==> src/rtl/mult32_pkg.sv <==
// mult32_pkg: shared state encoding and sizing for the sequential multiplier
package mult32_pkg;
    localparam int WIDTH_DEFAULT = 32;
    typedef enum logic [1:0] {IDLE, RUN, DONE} state_t;
    function automatic int cnt_w(input int w);
        return $clog2(w) + 1;
    endfunction
endpackage

==> src/rtl/mult32_seq_add33.sv <==
// add33: WIDTH+1-bit accumulator adder, carry kept for the shift step
module add33 #(
    parameter int W = 32
) (
    input  logic [W-1:0] x,
    input  logic [W-1:0] y,
    output logic [W-1:0] sum,
    output logic         carry
);
    assign {carry, sum} = {1'b0, x} + {1'b0, y};
endmodule

==> src/rtl/mult32_seq.sv <==
// mult32_seq: shift-add multiplier, one bit per cycle; MULT32_SIGNED_EN adds two's complement operands
module mult32_seq
    import mult32_pkg::*;
#(
    parameter int WIDTH = WIDTH_DEFAULT,
    parameter int CNT_W = cnt_w(WIDTH)
) (
    input  logic             clk,
    input  logic             rst_n,
    input  logic             start,
    input  logic [WIDTH-1:0] a,
    input  logic [WIDTH-1:0] b,
    output logic             busy,
    output logic             done,
    output logic             valid,
    output logic [WIDTH-1:0] result,
    output logic             overflow
);
    state_t             state, state_n;
    logic [CNT_W-1:0]   cnt;
    logic [WIDTH-1:0]   mcand, mplier, acc_hi, sum;
    logic               carry, ovf;
    logic [2*WIDTH-1:0] prod, fin;
`ifdef MULT32_SIGNED_EN
    logic               sign;
`endif

    add33 #(.W(WIDTH)) u_add (
        .x(acc_hi),
        .y(mplier[0] ? mcand : '0),
        .sum(sum),
        .carry(carry)
    );

    assign busy = state != IDLE;

    // state register
    always_ff @(posedge clk or negedge rst_n) begin
        if (!rst_n) state <= IDLE;
        else        state <= state_n;
    end

    // next state: IDLE waits for start, RUN counts WIDTH iterations, DONE lasts one cycle
    always_comb begin
        state_n = state;
        state_n = state == IDLE ? (start ? RUN : IDLE)
                : state == RUN  ? (cnt == CNT_W'(WIDTH - 1) ? DONE : RUN)
                : IDLE;
    end

    // final product, sign correction and overflow test on the full double-width value
    always_comb begin
        prod = {acc_hi, mplier};
`ifdef MULT32_SIGNED_EN
        fin = sign ? -prod : prod;
        ovf = fin[2*WIDTH-1:WIDTH] != {WIDTH{fin[WIDTH-1]}};
`else
        fin = prod;
        ovf = |fin[2*WIDTH-1:WIDTH];
`endif
    end

    // datapath: latch operands, shift-add iterations, publish result
    always_ff @(posedge clk or negedge rst_n) begin
        if (!rst_n) begin
            cnt      <= '0;
            mcand    <= '0;
            mplier   <= '0;
            acc_hi   <= '0;
            done     <= 1'b0;
            valid    <= 1'b0;
            result   <= '0;
            overflow <= 1'b0;
`ifdef MULT32_SIGNED_EN
            sign     <= 1'b0;
`endif
        end else begin
            done <= 1'b0;
            if (state == IDLE && start) begin
`ifdef MULT32_SIGNED_EN
                mcand  <= a[WIDTH-1] ? -a : a;
                mplier <= b[WIDTH-1] ? -b : b;
                sign   <= a[WIDTH-1] ^ b[WIDTH-1];
`else
                mcand  <= a;
                mplier <= b;
`endif
                acc_hi <= '0;
                cnt    <= '0;
                valid  <= 1'b0;
            end else if (state == RUN) begin
                acc_hi <= {carry, sum[WIDTH-1:1]};
                mplier <= {sum[0], mplier[WIDTH-1:1]};
                cnt    <= cnt + CNT_W'(1);
            end else if (state == DONE) begin
                result   <= fin[WIDTH-1:0];
                overflow <= ovf;
                done     <= 1'b1;
                valid    <= 1'b1;
            end
        end
    end
endmodule

==> config.mk <==
export PLATFORM = sky130hd
export DESIGN_NAME = mult32_seq
export DESIGN_NICKNAME = d
export VERILOG_FILES = /design/src/rtl/mult32_pkg.sv /design/src/rtl/mult32_seq_add33.sv /design/src/rtl/mult32_seq.sv
export SDC_FILE = /design/constraint.sdc
export NUM_CORES = 1
export LEC_CHECK = 0
export CAP_MARGIN = 20
export CORE_MARGIN = 5
export CORE_UTILIZATION = 56
export CTS_CLUSTER_DIAMETER = 200
export DETAILED_ROUTE_END_ITERATION = 10
export GPL_ROUTABILITY_DRIVEN = 0
export PLACE_DENSITY = 0.85
export SETUP_SLACK_MARGIN = 0.4
export SYNTH_ARGS = -nofsm -noshare
export SYNTH_HDL_FRONTEND = slang
export SYNTH_HIERARCHICAL = 1
export SYNTH_SLANG_ARGS = --single-unit
==> constraint.sdc <==
create_clock -name clk -period 3.4 [get_ports clk]
set_clock_uncertainty 0.05 [all_clocks]
set_input_delay 0.34 -clock clk [delete_from_list [all_inputs] [get_ports clk]]
set_output_delay 0.34 -clock clk [all_outputs]
set_load 0.01 [all_outputs]
# Word level (Yosys, flattened, before mapping)
# Cells that the tools add are included.
[classes]
add_sub_neg = 2
reduce_logical = 8
eq_ne = 4
n_bitwise = 2
n_mux = 17
[ops]
columns = ["cell", "n"]
rows = [
  ["32-bit 2-to-1 mux", 5],
  ["32-bit by 32-bit adder with 33-bit output", 1],
  ["32-bit OR reduction", 1],
  ["6-bit 2-to-1 mux", 2],
  ["1-bit 2-to-1 mux", 7],
  ["6-bit by 1-bit adder with 6-bit output, second input constant", 1],
  ["6-bit by 5-bit == test with 1-bit output, second input constant", 1],
  ["2-bit 2-to-1 mux", 3],
  ["2-bit nonzero test", 3],
  ["3-bit AND reduction", 1],
  ["2-bit by 1-bit == test with 1-bit output, second input constant", 1],
  ["2-bit == test, second input constant", 1],
  ["2-bit zero test", 1],
  ["2-bit inequality test, second input constant", 1],
  ["1-bit NOT", 2],
  ["2-bit AND reduction", 1],
  ["1-bit logical AND", 1],
]
[totals]
out_inout_bits = 36
word_cells = 42
in_bits = 67
ff_bits = 139

# Logic depth before layout (Yosys ltp)
# Gate-level depths: netlist of run 1.
[logic_depth]
depth_word = 4
depth_mapped = 12
depth_no_buf = 11

# By module
# Netlist of run 1, hierarchy kept.
[modules_own_cells]
columns = ["module", "instances", "area_each_um2", "cells_each", "seq_area_each_um2"]
rows = [
  ["mult32_seq", 1, 5831.8, 641, 3478.3],
  ["add33", 1, 1905.6, 276, 0.0],
]

# Worst setup path before layout of run 1
# OpenSTA, ideal clock, no wires.
[synth_timing]
kind = "register to register"
startpoint = "register mplier[0]"
endpoint = "register acc_hi[27]"
synth_period_minus_slack_ps = 2792
setup_slack_ps = 608
stages_incl_launch_ff = 12
setup_time_ps = 116
n_path_buf = 1
required_ps = 3234
arrival_ps = 2625
cell_sequence = "dfrtp_1 clkbuf_1 and2_1 ha_1 a21o_1 a211oi_2 nor2_1 o41a_1 or2_1 o311a_1 nand2_1 nand2_1"
[synth_via]
elab_chain_cells = 4
[synth_rtl]
columns = ["item", "line_no", "source"]
rows = [
  ["start: declaration", "mult32_seq.sv:21", "logic [WIDTH-1:0] mcand, mplier, acc_hi, sum;"],
  ["start signal: assignment", "mult32_seq.sv:93", "mplier <= {sum[0], mplier[WIDTH-1:1]};"],
  ["32-bit 2-to-1 mux", "mult32_seq.sv:30", ".y(mplier[0] ? mcand : '0),"],
  ["32-bit by 32-bit adder with 33-bit output", "mult32_seq_add33.sv:10", "assign {carry, sum} = {1'b0, x} + {1'b0, y};"],
  ["via sum[28]", "mult32_seq.sv:21", ""],
  ["32-bit 2-to-1 mux", "mult32_seq.sv:91", "end else if (state == RUN) begin"],
  ["32-bit 2-to-1 mux", "mult32_seq.sv:79", "if (state == IDLE && start) begin"],
  ["end signal: assignment", "mult32_seq.sv:92", "acc_hi <= {carry, sum[WIDTH-1:1]};"],
  ["end: declaration", "mult32_seq.sv:21", ""],
]
# The timed path passes the listed nets, and every way through them passes these cells. The select of a mux whose other input is x is not followed.
# A chain may end at the register's enable or synchronous reset.

# Final worst setup path of run 1
[layout_timing]
startpoint = "register mplier[0]"
endpoint = "register acc_hi[26]"
# Same word-level chain as after synthesis.

==> impl.org, run 1 <==
** Critical path
- Arrival time at the worst endpoint :: 3.20 ns
- The number of cells on the worst reg-to-reg path is 11.
- On the worst path, the slowest cell contributes a delay of 0.49 ns.
- STA classifies the critical path endpoint as a register.
- The worst register-to-register path begins at mplier[0].
- The critical path starts at mplier[0].
- In this run the critical register-to-register path is captured at acc_hi[26].
- Critical-path cell list :: buf_6 -> and2_1 -> ha_1 -> a21oi_2 -> o22ai_1 -> nor4_2 -> a21oi_2 -> a2111oi_1 -> nor4bb_1 -> nand2_1 -> nand2_1
- Worst-path cell with the longest stage delay :: dfrtp_2
- The setup path with the least slack is of type register to register.
- Along the worst path, the maximum fanout reaches 15.
- Required time of the worst setup path :: 3.67 ns
- Reg-to-reg setup timing slack :: 0.47 ns
- Element type at the critical path start :: register

** Route
- Wires add up to 19,500 um.
- The count of nets left with antenna violations once routing finished came out at 0.
- 1st-pass router iterations :: 5
- For this run, design rule violations remaining after detail routing come to 0.
- Across all layers, the routed design uses 6,857 vias.
- Dividing the detail-routed via count by the number of cells gives 5.72.
- Violation count after the first detailed-route iteration :: 589
- Routed length per instance :: 16.3 um

** Timing
- For the finished layout, the period the worst path requires is 2.93 ns.
- Final number of hold-violating endpoints :: 0
- Setup Total Neg Slack :: 0 ns
- Achievable Freq :: 342 MHz
- Worst-Margin Slew :: 0.929 ns
- In the finished design, the share of the clock period the worst path needs comes to 86.1%.
- Once routing completed, OpenROAD measured the worst setup slack at 0.474 ns.
- Headroom to the max-slew limit came out at 38.1%.
- Count of pins over their slew limit :: 0
- Unrepaired setup endpoints after global routing :: yes
- Number of setup violations in the final report :: 0

** Placement
- Worst setup slack after placement :: 0.224 ns
- Once detailed placement completed, the half-perimeter wirelength came to 12,900 um.
- In this run the tool buffered the top-level ports with 102 buffer cells.

** GRT
- The via count of the first global-routing pass is 6,730.
- Pin count of the biggest net entering global routing :: 73
- The number of antenna violations at the first check in global routing was 0.
- Summed over all layers, the global routing overflow is 0.
- Global-route wire length before repair :: 32,500 um
- Global routing consumed, over all layers together, 24.6% of the routing resources.

** CTS
- Total number of clock tree sinks :: 139
- Depth of the CTS H-tree :: 4
- Cts bufs inserted :: 17
- Maximum count of clock buffers along a single path :: 2
- Clock tree synthesis selected as its root buffer the cell clkbuf_16.
- Clock transition time at the flip-flop clock pins of the worst setup and hold paths :: 0.07 ns
- TritonCTS built the clock tree.
- Clock latency of the later-clocked register in the worst-skew pair :: 0.43 ns

** Synthesis
- Largest cells by area after synthesis :: dfrtp_1 (45%), nand2_1 (17%), ha_1 (5.3%), a22oi_1 (3.2%), and2_1 (3.2%)
- For this run, the leading register cell type out of synthesis is dfrtp_1.
- Largest family of logic cells by synthesized area :: simple AND/OR/NAND/NOR gates
- Fraction of registers with async set/reset :: 100%
- The number of nets handed over by synthesis was 1,018.
- Mux share of post-synthesis cell area :: 0.388%
- After synthesis the netlist holds a flip-flop and latch count of 139.
- Adder and majority gate portion of the synthesized area :: 5.60%
- Xor/xnor share of the synthesized area :: 3.06%
- Fraction of the mapped netlist area in simple logic gates :: 28.1%
- Cells after synthesis :: 917
- After synthesis, flip-flops and latches occupy 45.0% of the total area.
- Compound-Gate Fraction of Synth Area :: 13.6%
- Yosys printed 6 warnings.
- Syn Std Cell Area :: 7740 um2
- Yosys top cell by area :: dfrtp_1
- Synth unique cells :: 60
- Top cells by instance count after synthesis :: nand2_1 (347), dfrtp_1 (139), nand3_1 (45)
- Dominant cell by count in the synthesized netlist :: nand2_1
- The synthesized design contains 0 enable-type register cells.
- Each instance of the synthesized netlist takes up on average 8.44 um2.
- Post-synth top area share :: 45.0%

** Min path
- Worst hold-check path type :: input port to register
- Launch point of the worst hold path :: a[24]
- Worst Hold End :: mcand[24]
- Along the worst hold path, the cell count comes to 3.

** Outcome
- Result of the run :: completed

** Floorplan
- The die is 128 um wide.
- The die is 128 um tall.
- 103 I/O pins were placed.
- The die covers 16,300 um2.
- The region available for standard cell placement spans 13,700 um2.
- Effective utilization at floorplan :: 56.4%
- Row generation in the floorplan step produced 43 rows.

** Power and ir drop
- Dividing total power by cell area gives a power density of 866 nW/um2.
- Worst vdd rail ir drop :: 0.000490 V
- Lkg Pwr :: 4.69 nW

** Final layout
- Count of filler cells inserted in the layout :: 1,043
- Syn-to-layout area delta :: 22.8%
- Share of final-layout standard cells stronger than drive strength 1 :: 7.07%
- Post-layout nets :: 1,107
- The repair_antennas step left the layout with diodes totalling 0.

** Run
- Number of max-cap violations :: 0
==> critical path, delay by kind of cell (launching register included) <==
family	cells	cell delay, ns
fa+ha+maj	1	0.38
buf+inv	1	0.18
compound gates	4	1.03
flops	1	0.49
simple gates	5	0.70
==> state kept, by name, summed over array words and instances, names as in the netlist <==
signal and cells:
overflow 1, mcand 32, result 32, acc_hi 32, mplier 32, done 1
valid 1, state 2, cnt 6
==> metrics by stage <==
step | hold WS, ns | cell area, um2 | power, mW | util [%] | std cells
2_1_floorplan | -0.00559 | 7740 | 5.11 | - | 917
3_3_place_gp | 0.352 | 8830 | 6.12 | 64.4 | 1165
3_5_place_dp | 0.352 | 8830 | 6.23 | 64.4 | 1165
4_1_cts | 0.374 | 9460 | 8.18 | 68.9 | 1199
5_1_grt | 0.389 | 9500 | 8.82 | 69.2 | 1199
6_report | 0.384 | 9500 | 8.22 | 69.2 | 1199
==> layer usage <==
layer  vias to the layer above  global-route usage [%]  share of wire [%]
li1                       3299                       -                  -
met1                      3247                    32.4                 43
met2                       268                    39.6                 47
met3                        43                    6.69                7.0
met4                         0                    7.76                2.2
met5                         -                       0                  0
==> how the worst max path moves through the flow <==
stage               depth (start not counted)          to  slack (ns)
floorplan                                  11  acc_hi[27]        0.61
global placement                           11  acc_hi[27]        0.38
detailed placement                         11  acc_hi[26]        0.22
CTS                                        11  acc_hi[27]        0.43
global route                               11  acc_hi[30]        0.36
finish                                     11  acc_hi[26]        0.47
==> report_power, final <==
part           total (mW)  leakage (nW)  switching (mW)  internal, mW
combinational        3.46          2.69            1.93          1.53
sequential           2.90          1.70           0.540          2.36
clock                1.87         0.296           0.814          1.05
==> cells by family after synthesis <==
family,count (synthesis)
multiplexers,3
flip-flops,139
AND/OR/NAND/NOR,504
AO/OA/AOI/OAI,151
XOR/XNOR,27
adder cells (fa/ha/maj),34
buffers and inverters,59
==> layout by cell type (no fill, tap or decap), drive strengths merged, types with 22 or more instances in the layout <==
cell	n
nor2	26
nand2	347
inv	22
and2	39
clkdlybuf4s50	101
ha	33
nand3	45
a21oi	38
a22oi	33
dfrtp	139
==> final cells by class <==
type / instances / area, um2 / area share, %
multi-input cells: 719 / 3990 / 42.0
clock inverters: 15 / 169 / 1.78
repair buffers: 119 / 1170 / 12.3
flip-flops and latches: 139 / 3480 / 36.6
clock buffers: 17 / 425 / 4.48
inverters: 10 / 37.5 / 0.395
well taps: 180 / 225 / 2.37
==> what timing repair did <==
action	4_1_cts	5_1_grt
hold endpoints to repair	69	0
endpoints found under the setup margin	3	3
buffers inserted	1	0
pin swaps	0	5
hold buffers	1	0
gates cloned	0	0
gates resized for setup	5	12
(Power assumes the default switching activity.)
==> run 2, diff against run 1 <==
Settings changed: SYNTH_HIERARCHICAL 1 to not set.
==> run 2 against run 1 <==
Net effect: synthesized area decreased by 2.7%; sequential power decreased by 7.9%; final cell count decreased by 8.8%; flip-flop and latch count unchanged; via count decreased by 7.8%; maximum frequency increased by 3.6%; global-route usage decreased by 1.3 points; sequential share of layout area increased by 0.82 points; critical endpoint is now acc_hi[27]; largest cell class unchanged; largest power group unchanged; highest routed layer unchanged.
==> impl.org, run 2 <==
** Power and ir drop
- Clk network pwr share :: 24.7% (+2.0 points)
- Final Power :: 7.66 mW (-6.9%)
- Worst vdd rail ir drop :: 0.000429 V (-13%)
- The cell internal power dissipation was 4.64 mW (-6.1%).
- The net switching power came to 3.02 mW (-8.1%).
- Power per standard cell area :: 824 nW/um2 (-4.8%)
- The portion of total power attributed to sequential cells came to 34.8% (-0.5 points).
- The combinational group share of total power is 40.5% (-1.6 points).
- The reported leakage power is 4.11 nW (-12%).
- The switching part of the total power is 39.4% (-0.53 points).

** Min path
- The worst hold path cell count was 3 (unchanged).
- The worst hold path begins at a[26].
- Worst hold-check path type :: input port to register
- Worst Hold End :: mcand[26]

** Critical path
- The top fanout value on the critical path was 23 (+8).
- Arrival time at the worst endpoint :: 3.13 ns (-0.07 ns)
- Reg-to-reg setup timing slack :: 0.57 ns (+0.10 ns)
- Element type at the critical path start :: register
- Classification of the worst setup path :: register to register
- STA classifies the critical path endpoint as a register.
- The worst register-to-register path ends at acc_hi[27].
- Required time of the worst setup path :: 3.71 ns (+0.04 ns)
- The number of cells on the worst reg-to-reg path came to 10 (-1).
- The worst register-to-register path begins at mplier[0].

** GRT
- Number of global-route vias before repair :: 6,383 (-5.2%)
- Antenna violations before repair :: 0 (unchanged)
- The first-pass GRT wire length came to 30,300 um (-6.6%).
- The maximum number of pins on one net before global-route repair came to 89 (+22%).
- The overall track demand over capacity in global routing was 23.3% (-1.3 points).
- The overall overflow remaining after global route was 0 (unchanged).

** Placement
- Worst setup slack after placement :: 0.487 ns (+0.263 ns)
- HPWL reported at the end of detailed placement :: 12,300 um (-5.3%)
- The placed instance count was 1,060 (-9.0%).
- I/O Buffers :: 102 (unchanged)

** Timing
- The slew at the pin closest to its max-slew limit came to 0.926 ns (-0.00279 ns).
- The setup slack of the critical path after layout is 0.575 ns (+0.101 ns).
- The max-slew violation count is 0 (unchanged).
- Unrepaired setup endpoints after global routing :: no
- Final number of hold-violating endpoints :: 0 (unchanged)
- The shortest clock period the worst path allows after layout is 2.83 ns (-0.101 ns).
- The final sum of negative setup slack was 0 ns (unchanged).
- The maximum clock frequency was 354 MHz (+3.6%).
- Final period util :: 83.1% (-3.0 points)
- Number of setup violations in the final report :: 0 (unchanged)
- The worst slew slack as a fraction of its limit was 38.2% (+0.19 points).

** Synthesis
- Post-synthesis register bit count :: 139 (unchanged)
- The adder and majority gate portion of the synthesized area was 5.75% (+0.15 points).
- Post-Syn Area per Cell :: 9.15 um2 (+8.4%)
- The share of cell area taken by muxes after synthesis is 5.45% (+5.1 points).
- The synthesized-area fraction occupied by xor and xnor cells was 2.44% (-0.61 points).
- EDFF count, synth :: 0 (unchanged)
- The fraction of the mapped netlist area in compound gates is 15.4% (+1.8 points).
- Fraction of the yosys area taken by sequential cells :: 46.2% (+1.2 points)
- Sorting the synthesized cells by how often they occur yields nand2_1 (211), dfrtp_1 (139), clkbuf_1 (36), nand3_1 (36), a22oi_1 (35).
- Yosys top cell by area :: dfrtp_1
- In the post-synthesis netlist, the cell with the most instances is nand2_1.
- The post-synth design cell area was 7530 um2 (-2.7%).
- Post-Syn Nets :: 924 (-9.2%)
- The count of yosys warnings during synthesis was 0 (-6).
- Fraction of registers with async set/reset :: 100% (unchanged)
- Cells after synthesis :: 823 (-10%)
- Largest cells by area after synthesis :: dfrtp_1 (46%), nand2_1 (11%), ha_1 (5.5%), mux2_2 (4.8%), a22oi_1 (3.5%)
- The simple-gate portion of the synthesized area came to 21.1% (-7.0 points).
- Top_reg_cell synth :: dfrtp_1
- Synth unique cells :: 59 (-1.7%)
- Post-synth top area share :: 46.2% (+1.2 points)
- Largest family of logic cells by synthesized area :: simple AND/OR/NAND/NOR gates

** Final layout
- Share of the core filled with cells :: 70.4% (+1.2 points)
- Post-layout nets :: 1,005 (-9.2%)
- The count of non-filler cells in the finished layout was 1,093 (-8.8%).
- Syn-to-layout area delta :: 23.4%
- The total inserted antenna cells was 0 (unchanged).
- The library cell used most frequently in the layout, excluding fill and tap cells, is nand2_1.
- Commonest cells after routing, fill and taps aside :: nand2_1 (211), dfrtp_1 (138), clkdlybuf4s50_1 (101)
- The fraction of layout instances using a drive strength above 1 was 10.8% (+3.7 points).
- Count of filler cells inserted in the layout :: 987 (-5.4%)

** CTS
- Clock latency of the later-clocked register in the worst-skew pair :: 0.43 ns (about the same)
- Library cell used as clock root buffer :: clkbuf_16
- The number of H-tree levels is 4 (unchanged).
- The number of sinks on the clock net was 139 (unchanged).
- Maximum count of clock buffers along a single path :: 2 (unchanged)
- Cts bufs inserted :: 17 (unchanged)
- The clock-pin slew of the registers on the worst-case setup and hold paths is 0.06 ns (about the same).
- The number of buffers inserted to repair setup after CTS is 0 (-1).
- TritonCTS built the clock tree.

** Route
- Total Wirelength :: 18,000 um (-7.8%)
- The post-route antenna net violation count is 0 (unchanged).
- The total iterations of the first detailed-routing run was 5 (unchanged).
- The detailed-route DRC error count was 0 (unchanged).
- The final routed wire length divided by cell count came to 16.5 um (+1.2%).
- The per-cell via count in the routed design was 5.78 (+1.1%).
- The via count was 6,321 (-7.8%).
- The violation count after the first detailed-routing iteration was 465 (-21%).

** Floorplan
- The row count came to 42 (-2.3%).
- The effective utilization at floorplan was 57.1% (+0.70 points).
- The area of the core was 13,200 um2 (-3.9%).
- Overall die width :: 126 um (-1.2%)
- Io pins :: 103 (unchanged)
- The die outline height was 126 um (-1.2%).
- The total die area was 15,900 um2 (-2.5%).

** Outcome
- The flow ran to the end, and the final reports show no timing, DRC or antenna violations.

** Run
- The max-capacitance violation count came to 0 (unchanged).
run 2: kinds of logic (layout without fill, tap and decap cells):
family | after synthesis | in the layout
AO/OA/AOI/OAI | 176 | 176
buffers and inverters | 62 | 156
AND/OR/NAND/NOR | 354 | 354
adder cells (fa/ha/maj) | 34 | 34
XOR/XNOR | 21 | 21
flip-flops | 139 | 139
multiplexers | 37 | 37
run 2: how the worst max path moves through the flow:
stage | start | end | slack (ns)
after floorplan | mplier[0] | acc_hi[26] | 0.88
after global placement | mplier[0] | acc_hi[26] | 0.58
after detailed placement | mplier[0] | acc_hi[26] | 0.49
after CTS | mplier[0] | acc_hi[26] | 0.48
after global routing | mplier[0] | acc_hi[17] | 0.41
final | mplier[0] | acc_hi[27] | 0.57
run 2: final cells by class:
class / instances / area (um2) / share of cell area (%)
Clock buffer: 17 / 425 / 4.58
Clock inverter: 15 / 179 / 1.93
Inverter: 13 / 48.8 / 0.525
Multi-Input combinational cell: 622 / 3820 / 41.1
Sequential cell: 139 / 3480 / 37.5
Tap cell: 176 / 220 / 2.37
Timing Repair Buffer: 111 / 1120 / 12.0
run 2: critical path, stage by stage, from the launching register on:
cell and delay, ns:
dfrtp_2 0.48, buf_4 0.23, and2_1 0.16, ha_2 0.40, nand2_1 0.08, or3_1 0.37, a311o_1 0.33, a41oi_2 0.24
a31oi_1 0.14, xor2_1 0.16, o21ai_1 0.12
run 2: per-stage QoR:
stage / hold WS, ns / instance area, um2
2_1_floorplan: -0.00559 / 7530
3_3_place_gp: 0.402 / 8650
3_5_place_dp: 0.409 / 8650
4_1_cts: 0.375 / 9270
5_1_grt: 0.391 / 9290
6_report: 0.383 / 9290
run 2: power by group through the flow:
stage | Sequential (mW) | Combinational [mW] | Clock (mW)
final | 2.67 | 3.10 | 1.89
after global routing | 2.73 | 3.48 | 2.00
after CTS | 2.66 | 3.06 | 1.92
after detailed placement | 2.66 | 3.06 | 0
after global placement | 2.66 | 2.95 | 0
after floorplan | 2.52 | 2.49 | 0
run 2: metal layers:
layer	routed length, um	global-route usage (%)
met4	360	7.70
met2	8580	36.8
met1	7680	30.0
met5	0	0
met3	1400	8.30
run 2: timing repair:
item	4_1_cts	5_1_grt
hold endpoints to repair	87	0
setup endpoints to repair	0	8
hold buffers	1	0
resized for setup	0	8
==> run 3, diff against run 2 <==
Clock period 3.4 ns to 2.7 ns, I/O delays scaled along.
==> run 3 against run 2 <==
Net effect: the flow now finishes with violations (negative setup slack); sequential share of layout area is 2.1 points lower; maximum frequency is 3.9% higher; final area is 5.8% higher; via count grew 8.0%; critical path type unchanged; largest cell class unchanged.
==> impl.org, run 3 (synthesis results as in run 2) <==
** Critical path
- The sum of buffers and inverters on the critical path was 2 (+1).
- The critical path is of the register to register type.
- The largest stage delay on the critical path is 0.41 ns (-0.07 ns).
- In this design, the largest share of critical-path delay is due to simple AND/OR/NAND/NOR gates.
- The worst setup path is captured at a register.
- The required arrival time at the worst endpoint was 3.00 ns (-0.71 ns).
- Element type at the critical path start :: register
- Crit Path Max Fanout :: 22 (-4.3%)
- Worst r2r src :: mplier[0]
- Arrival time at the worst endpoint :: 3.02 ns (-0.11 ns)
- Instance count on the critical path :: 11 (+1)
- Worst-path cell with the longest stage delay :: dfrtp_1
- Reg-to-reg setup timing slack :: -0.02 ns (-0.59 ns)
- The signal on the critical path passes through buf_12 -> and2_1 -> ha_4 -> nand2_1 -> or3_1 -> a311o_1 -> buf_4 -> a31oi_4 -> nor2_1 -> xor2_1 -> o21ai_1.
- Depth of the worst register-to-register path :: 11 (+1)
- Worst reg2reg endpoint :: acc_hi[19]

** Route
- Routed length per instance :: 18.7 um (+14%)
- 1st-pass router iterations :: 5 (unchanged)
- The violation count after the first detailed-routing iteration was 551 (+18%).
- Drt drc :: 0 (unchanged)
- The post-route antenna net violation count was 0 (unchanged).
- Vias per cell :: 6.13 (+6.0%)
- Routed via count :: 6,824 (+8.0%)
- The total wirelength of the detailed-routed design was 20,800 um (+16%).

** Final layout
- The sequential cell area is 3480 um2 (about the same).
- The number of fill cells in the layout is 873 (-12%).
- Syn-to-layout area delta :: 30.5%
- Share of final-layout standard cells stronger than drive strength 1 :: 16.6% (+5.9 points)
- Post-layout nets :: 1,025 (+2.0%)
- The core occupancy in the finished layout is 74.5% (+4.1 points).
- Leaving out fill and tap cells, the most frequent cells in the layout are nand2_1 (209), dfrtp_1 (139), clkdlybuf4s50_1 (101).
- The area of combinational cells with multiple inputs came to 4150 um2 (+8.7%).
- Number of diodes added for antenna fixing :: 0 (unchanged)
- The library cell used most frequently in the layout, excluding fill and tap cells, is nand2_1.

** Run
- The max-capacitance violation count was 0 (unchanged).

** Placement
- HPWL reported at the end of detailed placement :: 12,800 um (+4.7%)
- I/O Buffers :: 102 (unchanged)

** Power and ir drop
- Final Power :: 10.7 mW (+40%)
- The worst IR drop on VDD came to 0.000587 V (+37%).
- The power per cell area was 1090 nW/um2 (+32%).
- Lkg Pwr :: 4.25 nW (+3.4%)

** Floorplan
- The row count was 42 (unchanged).
- The effective utilization at floorplan came to 57.1% (unchanged).
- The number of top-level pins was 103 (unchanged).
- Overall die width :: 126 um (unchanged)
- Core Region :: 13,200 um2 (unchanged)
- The die outline height is 126 um (unchanged).
- The total die area came to 15,900 um2 (unchanged).

** CTS
- Clock latency of the later-clocked register in the worst-skew pair :: 0.43 ns (about the same)
- Library cell used as clock root buffer :: clkbuf_16
- The number of H-tree levels came to 4 (unchanged).
- TritonCTS built the clock tree.
- Maximum count of clock buffers along a single path :: 2 (unchanged)
- Clock transition time at the flip-flop clock pins of the worst setup and hold paths :: 0.06 ns (about the same)
- The number of CTS-inserted buffers came to 17 (unchanged).
- The number of sinks on the clock net came to 139 (unchanged).

** Timing
- The ratio of final minimum period to clock period came to 101% (+18 points).
- Setup WS post-layout :: -0.0200 ns (-0.595 ns)
- Achievable Freq :: 368 MHz (+3.9%)
- The worst slew slack as a fraction of its limit was 38.8% (+0.53 points).
- The setup-violating endpoint count in the final report was 1 (+1).
- Period minus WS final :: 2.72 ns (-0.105 ns)
- Setup Total Neg Slack :: -0.0200 ns (-0.0200 ns)
- Worst-Margin Slew :: 0.918 ns (-0.00802 ns)
- Setup repair after global routing could not meet its margin everywhere.
- Count of pins over their slew limit :: 0 (unchanged)
- Final number of hold-violating endpoints :: 0 (unchanged)

** GRT
- Met2 Track Usage GR :: 42.1% (+5.3 points)
- Number of global-route vias before repair :: 7,006 (+9.8%)
- The overall overflow remaining after global route came to 0 (unchanged).
- Met3 global-route usage :: 9.14% (+0.85 points)
- The met1 usage in global routing is 32.2% (+2.2 points).
- met2 is the most crowded layer.
- The number of antenna violations at the first check in global routing was 0 (unchanged).
- The maximum number of pins on one net before global-route repair came to 64 (-28%).
- Global-route wire length before repair :: 33,800 um (+12%)
- GRT Overall Usage :: 26.0% (+2.7 points)

** Outcome
- Result of the run :: finished, violations left
- The final reports fail on negative setup slack.

** Min path
- Worst hold-check path type :: input port to async pin
[run 3: cell count changes in the layout (fill, tap and decap cells not counted), moves of 4 or more]
cell	delta
o21ai_0	-4
ha_1	-13
a21oi_2	+6
a31oi_1	-4
buf_4	+18
ha_4	+13
a21oi_1	-6
o21ai_2	+4
[run 3: metrics by stage]
stage / hold slack [ns] / setup WS [ns] / std cells / cell area, um2
final: 0.268 / -0.0200 / 1113 / 9830
after global routing: 0.309 / -0.0795 / 1113 / 9830
after CTS: 0.285 / 0.106 / 1111 / 9680
after detailed placement: 0.163 / 0.0453 / 1071 / 8820
after global placement: 0.165 / 0.113 / 1071 / 8820
after floorplan: -0.0756 / 0.249 / 823 / 7600
[run 3: area by class of cell]
| type | count | share of cell area (%) |
|---|---|---|
| clock buffer | 19 | 4.61 |
| clock inverter | 13 | 1.82 |
| inverter | 13 | 0.497 |
| multi-input combinational | 622 | 42.3 |
| sequential | 139 | 35.4 |
| tap | 176 | 2.24 |
| timing repair buffer | 131 | 13.2 |
[run 3: worst reg2reg max path, cell delays in order (launching register included)]
cell     delay [ns]
dfrtp_1        0.41
buf_12         0.17
and2_1         0.18
ha_4           0.32
nand2_1        0.10
or3_1          0.37
a311o_1        0.36
buf_4          0.19
a31oi_4        0.12
nor2_1         0.08
xor2_1         0.15
o21ai_1        0.14
[run 3: layer usage]
metal / share of wire [%] / up-vias
met1: 39 / 3264
li1: - / 3086
met3: 10 / 85
met5: 0 / -
met4: 3.5 / 0
met2: 47 / 389
[run 3: worst max-delay path by stage]
stage / from / endpoint
CTS: mplier[0] / acc_hi[26]
global route: mplier[0] / acc_hi[19]
detailed placement: mplier[0] / acc_hi[27]
finish: mplier[0] / acc_hi[19]
global placement: mplier[0] / acc_hi[27]
floorplan: mplier[0] / acc_hi[27]
[run 3: report_power, final]
group          switching, mW  total, mW  internal, mW
registers              0.632       3.41          2.78
logic                   2.68       4.81          2.13
clock network          0.976       2.50          1.53
[run 3: timing repair]
action | in CTS | in global routing
cloned | 0 | 0
buffers inserted | 7 | 2
pin swaps | 11 | 8
endpoints found under the hold margin | 42 | 0
hold buffers | 1 | 0
resized for setup | 27 | 24
endpoints found under the setup margin | 23 | 26
==> patch, RTL diff (flow settings as in run 2) <==
Put one more register stage on the output `valid`. The value now appears one clock later. The other outputs are not delayed to match.
--- a/src/rtl/mult32_seq.sv
+++ b/src/rtl/mult32_seq.sv
@@ -17,4 +17,6 @@
     output logic             overflow
 );
+
+    logic valid_s0;
     state_t             state, state_n;
     logic [CNT_W-1:0]   cnt;
@@ -69,5 +71,5 @@
             acc_hi   <= '0;
             done     <= 1'b0;
-            valid    <= 1'b0;
+            valid_s0 <= 1'b0;
             result   <= '0;
             overflow <= 1'b0;
@@ -88,5 +90,5 @@
                 acc_hi <= '0;
                 cnt    <= '0;
-                valid  <= 1'b0;
+                valid_s0 <= 1'b0;
             end else if (state == RUN) begin
                 acc_hi <= {carry, sum[WIDTH-1:1]};
@@ -97,8 +99,12 @@
                 overflow <= ovf;
                 done     <= 1'b1;
-                valid    <= 1'b1;
+                valid_s0 <= 1'b1;
             end
         end
     end
+    always_ff @(posedge clk) begin
+        valid <= valid_s0;
+    end
+
 endmodule
 
Behaviour: same outputs for any inputs over 10 cycles, from zero or initial values and one cycle with rst_n low; that may be too few to reach the edited logic, so the function may still have changed.
==> patch against run 2 <==
  * Sequential cell count increased by 1
  * Wire length is 2.8% higher
  * Via count rose by 1.1%
  * Combinational power rose by 1%
  * Critical path depth unchanged
  * Area after synthesis rose by 0.27%
  * Total power is 1.2% higher
  * Count of clock-buffer cells in the layout grew 1
  * Final area up 0.24%
  * Utilization is 0.11 points lower
  * Setup slack improved by 25 ps
==> patch: results (changes against run 2) <==
- Comb group: 3.14 mW (+1%)
- Primary FF master, synth: dfrtp_1
- Routing usage on met3: 9.36% (+1.1 points)
- Fin Hold WS: 329 ps (-53.6 ps)
- Wirelength, routed: 18500 um (+2.8%)
- Vias post-DR: 6390 (+1.1%)
- Number of nets in the layout: 1010 (+0.50%)
- I/O Buffers: 102 (unchanged)
- Normalized max-slew margin: 26.5% (-12 points)
- Clock edge transition at the registers on the reported setup and hold paths: 60 ps (about the same)
- Fraction of synthesis flops using an asynchronous set or reset pin: 99.3% (-0.71 points)
- Switching part of the total power: 38.9% (-0.47 points)
- Worst hold path stage count: 0 (-3)
- Number of antenna violations at the first check in global routing: 0 (unchanged)
- Worst min path class: reg -> reg
- Global routing usage on met1: 29.9% (-0.15 points)
- Maximum vdd ir drop: 542 uV (+26%)
- Clock latency reported for the late side of the worst-skew pair: between 400 and 500 ps
- Delay of the slowest cell on the worst path: 450 ps (-30 ps)
- End of the worst register-to-register path: acc_hi[27]
- R2r setup slk: 600 ps (+20 ps)
- Net Sw Power: 3.02 mW (about the same)
- Metal1 wirelength: 7760 um (+1.1%)
- Starting DRC count in detailed routing: 509 (+9.5%)
- Slowest cell on crit path: ha_1
- Sequential element share of the synthesized area: 46.3% (+0.14 points)
- Antenna fix cells: 0 (unchanged)
- Share of post-route cells with drive strength above 1: 10.4% (-0.38 points)
- Cell Area, Placed: 8660 um^2 (+0.12%)
- DR WL met2: 9040 um (+5.4%)
- Count of cells along the worst register-to-register path: 10 (unchanged)
- Ranking of synthesized cells by area: dfrtp_1 (46%), nand2_1 (10%), ha_1 (5.5%)
- Worst Hold Endpoint: valid
- Top routing layer in use: met4
- GRT Overall Usage: 23.9% (+0.66 points)
- Sum of negative setup slack: 0 ps (unchanged)
- GRT Residual Overflow: 0 (unchanged)
- Beginning of the worst hold path: valid_s0
- GR Util met2: 39.1% (+2.3 points)
- Total power density per cell area: 832 nW/um^2 (+0.98%)
- Largest net degree at the start of global routing: 87 (-2.2%)
- HPWL reported at the end of detailed placement: 12400 um (+1.3%)
- Count of distinct cell types in the synthesized netlist: 60 (+1.7%)
- Source of the worst register-to-register timing path: mplier[0]
- Number of warning messages in the yosys log: 0 (unchanged)
- Cell leakage power: 4.14 nW (+0.72%)
- Cell types with the highest counts after synthesis: nand2_1 (211), dfrtp_1 (139), nand3_1 (36), a22oi_1 (35), clkbuf_1 (35)
- Result of the run: complete, no violations
- Filler instances: 1015 (+2.8%)
- Net count after synthesis: 925 (+0.11%)
- Wire length of the first global-routing pass: 30900 um (+2.0%)
- Maximum fanout count along the critical path: 12 (-48%)
- Number of buffers created by CTS: 17 (unchanged)
- Arrival time at the worst endpoint: 3020 ps (-110 ps)
- Wire length on met3: 1460 um (+4.4%)
- Sequential power: 2.67 mW (about the same)
[patch: cell families (layout without fill, tap and decap cells)]
logic type | count (synthesis) | in the layout | synth area share [%]
flops | 140 | 140 | 46.3
fa+ha+maj | 34 | 34 | 5.73
mux | 37 | 37 | 5.44
simple gates | 354 | 354 | 21.0
xor+xnor | 21 | 21 | 2.44
buf+inv | 62 | 160 | 3.63
compound gates | 176 | 176 | 15.4
[patch: cell type report]
| class | count | area share (%) |
|---|---|---|
| clock buffers | 18 | 4.72 |
| clock inverters | 14 | 1.96 |
| inverters | 13 | 0.524 |
| multi-input cells | 622 | 40.8 |
| flip-flops and latches | 140 | 37.6 |
| well taps | 176 | 2.36 |
| repair buffers | 115 | 12.1 |
[patch: metrics by stage]
step	instances	setup WS, ps
finish	1098	600
global placement	1063	526
detailed placement	1063	399
global route	1098	449
floorplan	824	883
CTS	1096	502
[patch: critical path: cells and delay by family, from the launching register on]
| family | cells | cell delay (ps) |
|---|---|---|
| AOI/OAI and AO/OA | 4 | 770 |
| xor gates and xnor gates | 1 | 160 |
| adders and majority gates | 1 | 450 |
| buffers and inverters | 1 | 180 |
| DFF | 1 | 440 |
| and+or+nand+nor | 3 | 590 |
[patch: worst max-delay path by stage]
stage / from / to / slack (ps)
final: mplier[0] / acc_hi[27] / 600
after global placement: mplier[0] / acc_hi[17] / 530
after detailed placement: mplier[0] / acc_hi[17] / 400
after CTS: mplier[0] / acc_hi[27] / 500
after floorplan: mplier[0] / acc_hi[26] / 880
after global routing: mplier[0] / acc_hi[27] / 450
[patch: timing repair]
| action | CTS | global route |
|---|---|---|
| setup buffers | 0 | 2 |
| hold buffers | 1 | 0 |
| hold endpoints to repair | 83 | 0 |
| resized for setup | 1 | 0 |
| pin swaps | 0 | 1 |
| setup endpoints to repair | 2 | 6 |
